--- config.mk ---
export PLATFORM = sky130hd
export DESIGN_NAME = prescale_ctrl
export DESIGN_NICKNAME = d
export VERILOG_FILES = /design/src/rtl/can_timing_pkg.sv /design/src/rtl/prescale_ctrl_tq_counter.sv /design/src/rtl/prescale_ctrl.sv
export SDC_FILE = /design/constraint.sdc
export NUM_CORES = 1
export LEC_CHECK = 0
export ABC_AREA = 1
export BUFFER_PORTS_ARGS = -buffer_cell sky130_fd_sc_hd__buf_2
export CORE_MARGIN = 5
export CORE_UTILIZATION = 50
export CTS_BUF_LIST = sky130_fd_sc_hd__clkbuf_16
export DETAILED_ROUTE_END_ITERATION = 10
export GPL_TIMING_DRIVEN = 0
export PLACE_DENSITY = 0.83
export SLEW_MARGIN = 30
export SYNTH_ARGS = -nofsm -noshare
export SYNTH_HDL_FRONTEND = slang
export SYNTH_SLANG_ARGS = --single-unit
--- constraint.sdc ---
create_clock -name clk -period 1.66 [get_ports clk]
set_clock_uncertainty 0.05 [all_clocks]
set_input_delay 0.166 -clock clk [delete_from_list [all_inputs] [get_ports clk]]
set_output_delay 0.166 -clock clk [all_outputs]
set_load 0.01 [all_outputs]
--- src/rtl/can_timing_pkg.sv ---
// rtl/can_timing_pkg.sv - shared types and defaults for the CAN time-quantum prescaler

package can_timing_pkg;

  localparam int DEF_REG_W = 16;
  localparam int DEF_DIV_W = 8;

  typedef enum logic [1:0] {
    ST_IDLE = 2'd0,
    ST_LOAD = 2'd1,
    ST_RUN  = 2'd2
  } state_t;

endpackage

--- src/rtl/prescale_ctrl_tq_counter.sv ---
// rtl/prescale_ctrl_tq_counter.sv - quantum counter, terminal compare and registered tq_tick

module tq_counter #(
  parameter int DIV_W = 8
) (
  input  logic             clk,
  input  logic             rst,
  input  logic             count_en,
  input  logic             resync,
  input  logic [DIV_W-1:0] active,
  output logic             terminal,
  output logic             load,
  output logic             tq_tick
);

  logic [DIV_W-1:0] cnt;
  logic             at_end;

  assign at_end   = (cnt == active);
  // A resync on the terminal count still restarts the quantum but swallows its tick.
  assign terminal = count_en & at_end & ~resync;
  assign load     = count_en & (at_end | resync);

  always_ff @(posedge clk) begin
    if (rst) begin
      cnt     <= '0;
      tq_tick <= 1'b0;
    end else if (!count_en) begin
      cnt     <= '0;
      tq_tick <= 1'b0;
    end else if (load) begin
      cnt     <= '0;
      tq_tick <= terminal;
    end else begin
      cnt     <= cnt + 1'b1;
      tq_tick <= 1'b0;
    end
  end

endmodule

--- src/rtl/prescale_ctrl.sv ---
// rtl/prescale_ctrl.sv - shadowed prescale register, enable FSM and time-quantum tick generation

module prescale_ctrl
  import can_timing_pkg::*;
#(
  parameter int REG_W = DEF_REG_W,
  parameter int DIV_W = DEF_DIV_W
) (
  input  logic             clk,
  input  logic             rst,
  input  logic             cpu,
  input  logic [REG_W-1:0] reginp,
  input  logic             enable,
  input  logic             resync,
  output logic [REG_W-1:0] regout,
  output logic             tq_tick,
  output logic             upd_pending,
  output logic             running
);

  state_t           state_q;
  state_t           state_d;
  logic [DIV_W-1:0] shadow;
  logic [DIV_W-1:0] active;
  logic             apply;
  logic             count_en;
  logic             cnt_terminal;
  logic             cnt_load;
  logic             unused_upper;

  assign unused_upper = ^reginp[REG_W-1:DIV_W];
  assign count_en     = (state_q == ST_RUN) & enable;

  tq_counter #(
    .DIV_W (DIV_W)
  ) u_tq_counter (
    .clk      (clk),
    .rst      (rst),
    .count_en (count_en),
    .resync   (resync),
    .active   (active),
    .terminal (cnt_terminal),
    .load     (cnt_load),
    .tq_tick  (tq_tick)
  );

  // apply marks the cycles where the shadow may move into the active divider:
  // any IDLE cycle, the LOAD cycle, and quantum boundaries in RUN.
  always_comb begin
    state_d = state_q;
    apply   = 1'b0;
    case (state_q)
      ST_IDLE: begin
        apply = upd_pending;
        if (enable) state_d = ST_LOAD;
      end
      ST_LOAD: begin
        apply   = 1'b1;
        state_d = ST_RUN;
      end
      ST_RUN: begin
        if (!enable) state_d = ST_IDLE;
        else         apply   = cnt_load & upd_pending;
      end
      default: state_d = ST_IDLE;
    endcase
  end

  always_ff @(posedge clk) begin
    if (rst) begin
      state_q     <= ST_IDLE;
      shadow      <= '0;
      active      <= '0;
      upd_pending <= 1'b0;
    end else begin
      state_q <= state_d;
      if (apply) active <= shadow;
      // A write coinciding with an apply lands in the shadow and stays pending.
      if (cpu) begin
        shadow      <= reginp[DIV_W-1:0];
        upd_pending <= 1'b1;
      end else if (apply) begin
        upd_pending <= 1'b0;
      end
    end
  end

  assign regout  = {{(REG_W-DIV_W){1'b0}}, shadow};
  assign running = (state_q == ST_RUN);

endmodule

# After elaboration in Yosys (flattened, before gate mapping)
# Cells that the tools add are included.
# word_totals
output_inout_bits,19
input_bits,21
wordCells,33
reg_bits,28
# classes
addsub,1
bitwise_logic,9
mux,7
reduce_logical,5
n_eq_ne,5
# ops
cell,n
$add A8 B1 Y8 const B,1
$eq A8 B8 Y1,1
$pmux W2 S3,1
$reduce_or A3 Y1,2
$and A1 B1 Y1,5
$mux W2,2
$ne A2 B2 Y1 const B,2
$mux W1,3
$not A1 Y1,3
$pmux W1 S3,1
$eq A2 B1 Y1 const B,1
$eq A2 B2 Y1 const B,1
$logic_not A2 Y1,1
$reduce_and A2 Y1,1
$reduce_bool A2 Y1,1
$or A1 B1 Y1,1

# Logic depth before layout (Yosys ltp)
# depth
word_depth,8
mapped_depth,13
ltp_nobuf,12

# Hierarchy
# From an unflattened synthesis, not the netlist that was laid out.
# unflattened
hier_cells,197
hier_area_um2,1388.8
# by_module_without_submodules
module,cells_per_inst,area_per_inst_um2,instances,seq_area_each_um2
prescale_ctrl,116,857.1,1,380.4
tq_counter,81,531.8,1,180.2

# Worst setup path after synthesis
# OpenSTA, ideal clock, no wires.
# synth_path
kind,reg2reg
from,reg u_tq_counter.cnt[3]
to,reg active[6]
stages_incl_launch_ff,12
path_buffers,1
required_time_ps,1495
synth_period_minus_slack_ps,1347
path_slack_ps,313
setup_time_ps,115
arrival_ps,1182
cell_sequence,dfxtp_1 > xnor2_1 > nand2_1 > nor2_1 > nand2_2 > nand2_2 > nand2_4 > nand2_4 > buf_6 > nand3_2 > nand2_1 > nor2_1
# synth_between
elab_chain_cells,6
# synth_rtl
element,line,rtl
start: declaration,prescale_ctrl_tq_counter.sv:16,logic [DIV_W-1:0] cnt;
start signal: assignment,prescale_ctrl_tq_counter.sv:35,cnt <= cnt + 1'b1;
$eq A8 B8 Y1,prescale_ctrl_tq_counter.sv:19,assign at_end = (cnt == active);
$or A1 B1 Y1,prescale_ctrl_tq_counter.sv:22,assign load = count_en & (at_end | resync);
$and A1 B1 Y1,prescale_ctrl_tq_counter.sv:22,
$and A1 B1 Y1,prescale_ctrl.sv:63,else apply = cnt_load & upd_pending;
$mux W1,prescale_ctrl.sv:62,if (!enable) state_d = ST_IDLE;
$pmux W1 S3,prescale_ctrl.sv:52,case (state_q)
end signal: assignment,prescale_ctrl.sv:77,if (apply) active <= shadow;
end: declaration,prescale_ctrl.sv:24,logic [DIV_W-1:0] active;
# Every way passes these cells.
# A chain may end at the register's enable or synchronous reset.

# Worst setup path after layout
# layout_path
from,reg u_tq_counter.cnt[0]
to,reg active[6]
# Same word-level chain as after synthesis.

==> key figures <==
Routing
  – DRC errors left: 0
  – Routed WL: 2.29 mm
  – Initial DRC count: 14
  – Wire per inst: 9.68 um
  – TritonRoute pass-1 iters: 4
  – Detailed-route via count: 1,065
  – Antenna-violating nets left: 0
  – Post-DR vias/cell: 4.51

Clock network
  – Clk root buf: clkbuf_16
  – Htree depth: 1
  – Postcts setup bufs: 0
  – Post-CTS Hold Fix Bufs: 0
  – Number of CTS-inserted buffers: 3
  – Clock Pin Slew Worst Setup and Hold Paths: 60 ps
  – Post_cts resized: 0
  – Clock tree sinks: 28
  – Clk_lat worst skew: 250 ps
  – Clock buffer depth: 2
  – CTS tree: done

Floorplanning
  – Initial core utilization: 52.4%
  – Die X: 61.0 um
  – I/O pins: 40
  – Vert. Die Dim: 61.0 um
  – Core area: 0.00248 sq mm
  – Std cell rows: 18
  – Die area: 0.00372 sq mm

Yosys
  – Mux cell area share after synthesis: 0%
  – Adder-Cell Fraction of Synth Area: 0.963%
  – Ys Warns: 0
  – Async SR Flop Fraction: 0%
  – Simple-Gate Fraction of Synth Area: 25.3%
  – XOR/XNOR share of the synthesized area: 6.07%
  – Number of distinct library cells after synthesis: 24
  – Average size of a mapped cell: 7.51 sq um
  – Register area share after synthesis: 43.2%
  – Mapped Area: 0.00130 sq mm
  – Main combinational cell family by area after synthesis: simple AND/OR/NAND/NOR gates
  – Flops & latches, synth: 28
  – Compound-Gate Fraction of Synth Area: 10.3%
  – Post-synth EDFFs: 0
  – Syn Inst Count: 173
  – Primary FF master, synth: dfxtp_1

Global route
  – Pin count of the biggest net entering global routing: 15
  – First-pass GRT wire length: 4.05 mm
  – Vias in the first global route: 1,025
  – Overflow after GRT: 0
  – Number of antenna violations at the first check in global routing: 0
  – Total global-route track usage: 14.3%

Worst hold path
  – Number of cells on the worst hold path: 2
  – Hold Path Class: in2reg

Placement
  – DP Wirelength: 1.79 mm
  – Placed cell count: 233
  – Gpl congestion: 0.680
  – Port Buffers: 23

Layout
  – Sequential cell area: 563 sq um
  – Most frequent cells in the layout: 32 x nand2_1, 26 x dfxtp_1, 23 x buf_2
  – Area of the multi-input gates: 587 sq um
  – FILL cells: 240
  – Commonest non-fill, non-tap cell in the layout: nand2_1
  – Antenna cells: 0
  – Finished Layout Cells: 236
  – Layout cells sized above 1: 23.3%
  – NumNets Final: 230
  – Area grow syn2layout: 19.9%

Setup path
  – CP Depth: 12
  – CP required: 1760 ps
  – Buf/Inv on CP: 1
  – CP top delay family: simple AND/OR/NAND/NOR gates
  – Delay of the slowest critical-path stage: 410 ps
  – Most used cell, CP: nand2_1
  – Crit-path slowest cell: dfxtp_1
  – CP max FO: 10
  – CP Class: reg2reg
  – Worst Reg2Reg Path Length in Cells: 12
  – Worst Setup End Kind: register
  – Worst-path cell chain: nand2_1, nand2_1, nand2_1, nor2_1, nand2_2, nand2_2, nand2_4, nand2_4, buf_6, nand3_2, nand2_1, nor2_1
  – Endpoint arrival time on the critical path: 1610 ps
  – Crit path launch type: register

Timing
  – Setup_tns: 0 ps
  – FMAX: 664 MHz
  – RSZ-0062 raised after global routing: false
  – Final hold vios: 0
  – Slew Limit Fails: 0
  – Final setup viols: 0
  – Final period utilization: 90.7%
  – Fin crit period: 1510 ps

Pwr
  – Worst vdd ir: 0.625 mV
  – PD cells: 960 mW/mm^2
  – Leakage: 0.738 nW

Status
  – Status: complete, no violations

Run
  – MaxCap Viol Count: 0
-- routing by layer --
layer | global-route usage (%) | routed length [um] | up-vias
met5 | 0 | 0 | -
met4 | 6.50 | 51 | 0
met3 | 2.55 | 112 | 4
met2 | 24.6 | 1140 | 23
met1 | 17.3 | 982 | 450
li1 | - | - | 588
-- Yosys cell counts (all sizes together), types with 2 or more instances --
library cell  count  area, sq um
nor3              2         10.0
dfxtp            28          561
inv              22         82.6
nand3             9         55.1
a21oi            18         93.8
nand2            36          155
buf              11         90.1
o21ai             8         40.0
nor2             23         88.8
xnor2             6         52.6
xor2              3         26.3
-- report_power, final --
group | leakage [nW] | switching (mW) | internal [mW]
registers | 0.231 | 0.0251 | 0.712
logic | 0.470 | 0.132 | 0.106
clock network | 0.0370 | 0.202 | 0.319
-- layout make-up --
class	count	share of cell area, %
multi-input combinational	117	37.7
timing repair buffer	23	7.39
sequential	28	36.1
tap	30	2.41
clock buffer	3	4.82
buffer	12	6.02
inverter	23	5.54
-- worst reg2reg max path, cell delays in order (launching register included) --
cell and delay [ps]:
dfxtp_1 410, nand2_1 70, nand2_1 60, nand2_1 50
nor2_1 130, nand2_2 80, nand2_2 70, nand2_4 60
nand2_4 90, buf_6 150, nand3_2 70, nand2_1 70
nor2_1 40
-- cell families after synthesis --
group,count (synthesis)
and+or+nand+nor,73
buffers and inverters,35
DFF,28
AOI/OAI and AO/OA,26
xor gates and xnor gates,9
adders and majority gates,1
other,1
-- per-stage QoR --
step | setup WS, ps | hold WS (ps) | util, % | power, mW | instance area (sq um)
after CTS | 125 | 32.0 | 62.7 | 1.51 | 1550
after global placement | 200 | 296 | 59.6 | 0.979 | 1480
final | 154 | 33.9 | 62.9 | 1.50 | 1560
after floorplan | 313 | 185 | - | 0.928 | 1330
after global routing | 4.66 | 38.8 | 62.9 | 1.57 | 1560
after detailed placement | 164 | 303 | 59.6 | 0.987 | 1480
-- path summary, 6_finish.rpt --
path	start	to	slack [ps]
worst max register to register	u_tq_counter.cnt[0]$_SDFF_PP0_	active[6]$_SDFFE_PP0P_	150
worst max-delay path	u_tq_counter.cnt[0]$_SDFF_PP0_	active[6]$_SDFFE_PP0P_	150
worst min-delay path	resync	u_tq_counter.tq_tick$_SDFF_PP0_	30
worst min register to register	shadow[2]$_SDFFE_PP0P_	shadow[2]$_SDFFE_PP0P_	420
-- registers in the layout, summed over array words and instances (netlist names) --
register and count:
active 8, shadow 8, state_q 2, u_tq_counter.cnt 8, u_tq_counter.tq_tick 1, upd_pending 1
No activity file was read; power rests on OpenSTA's default activity.
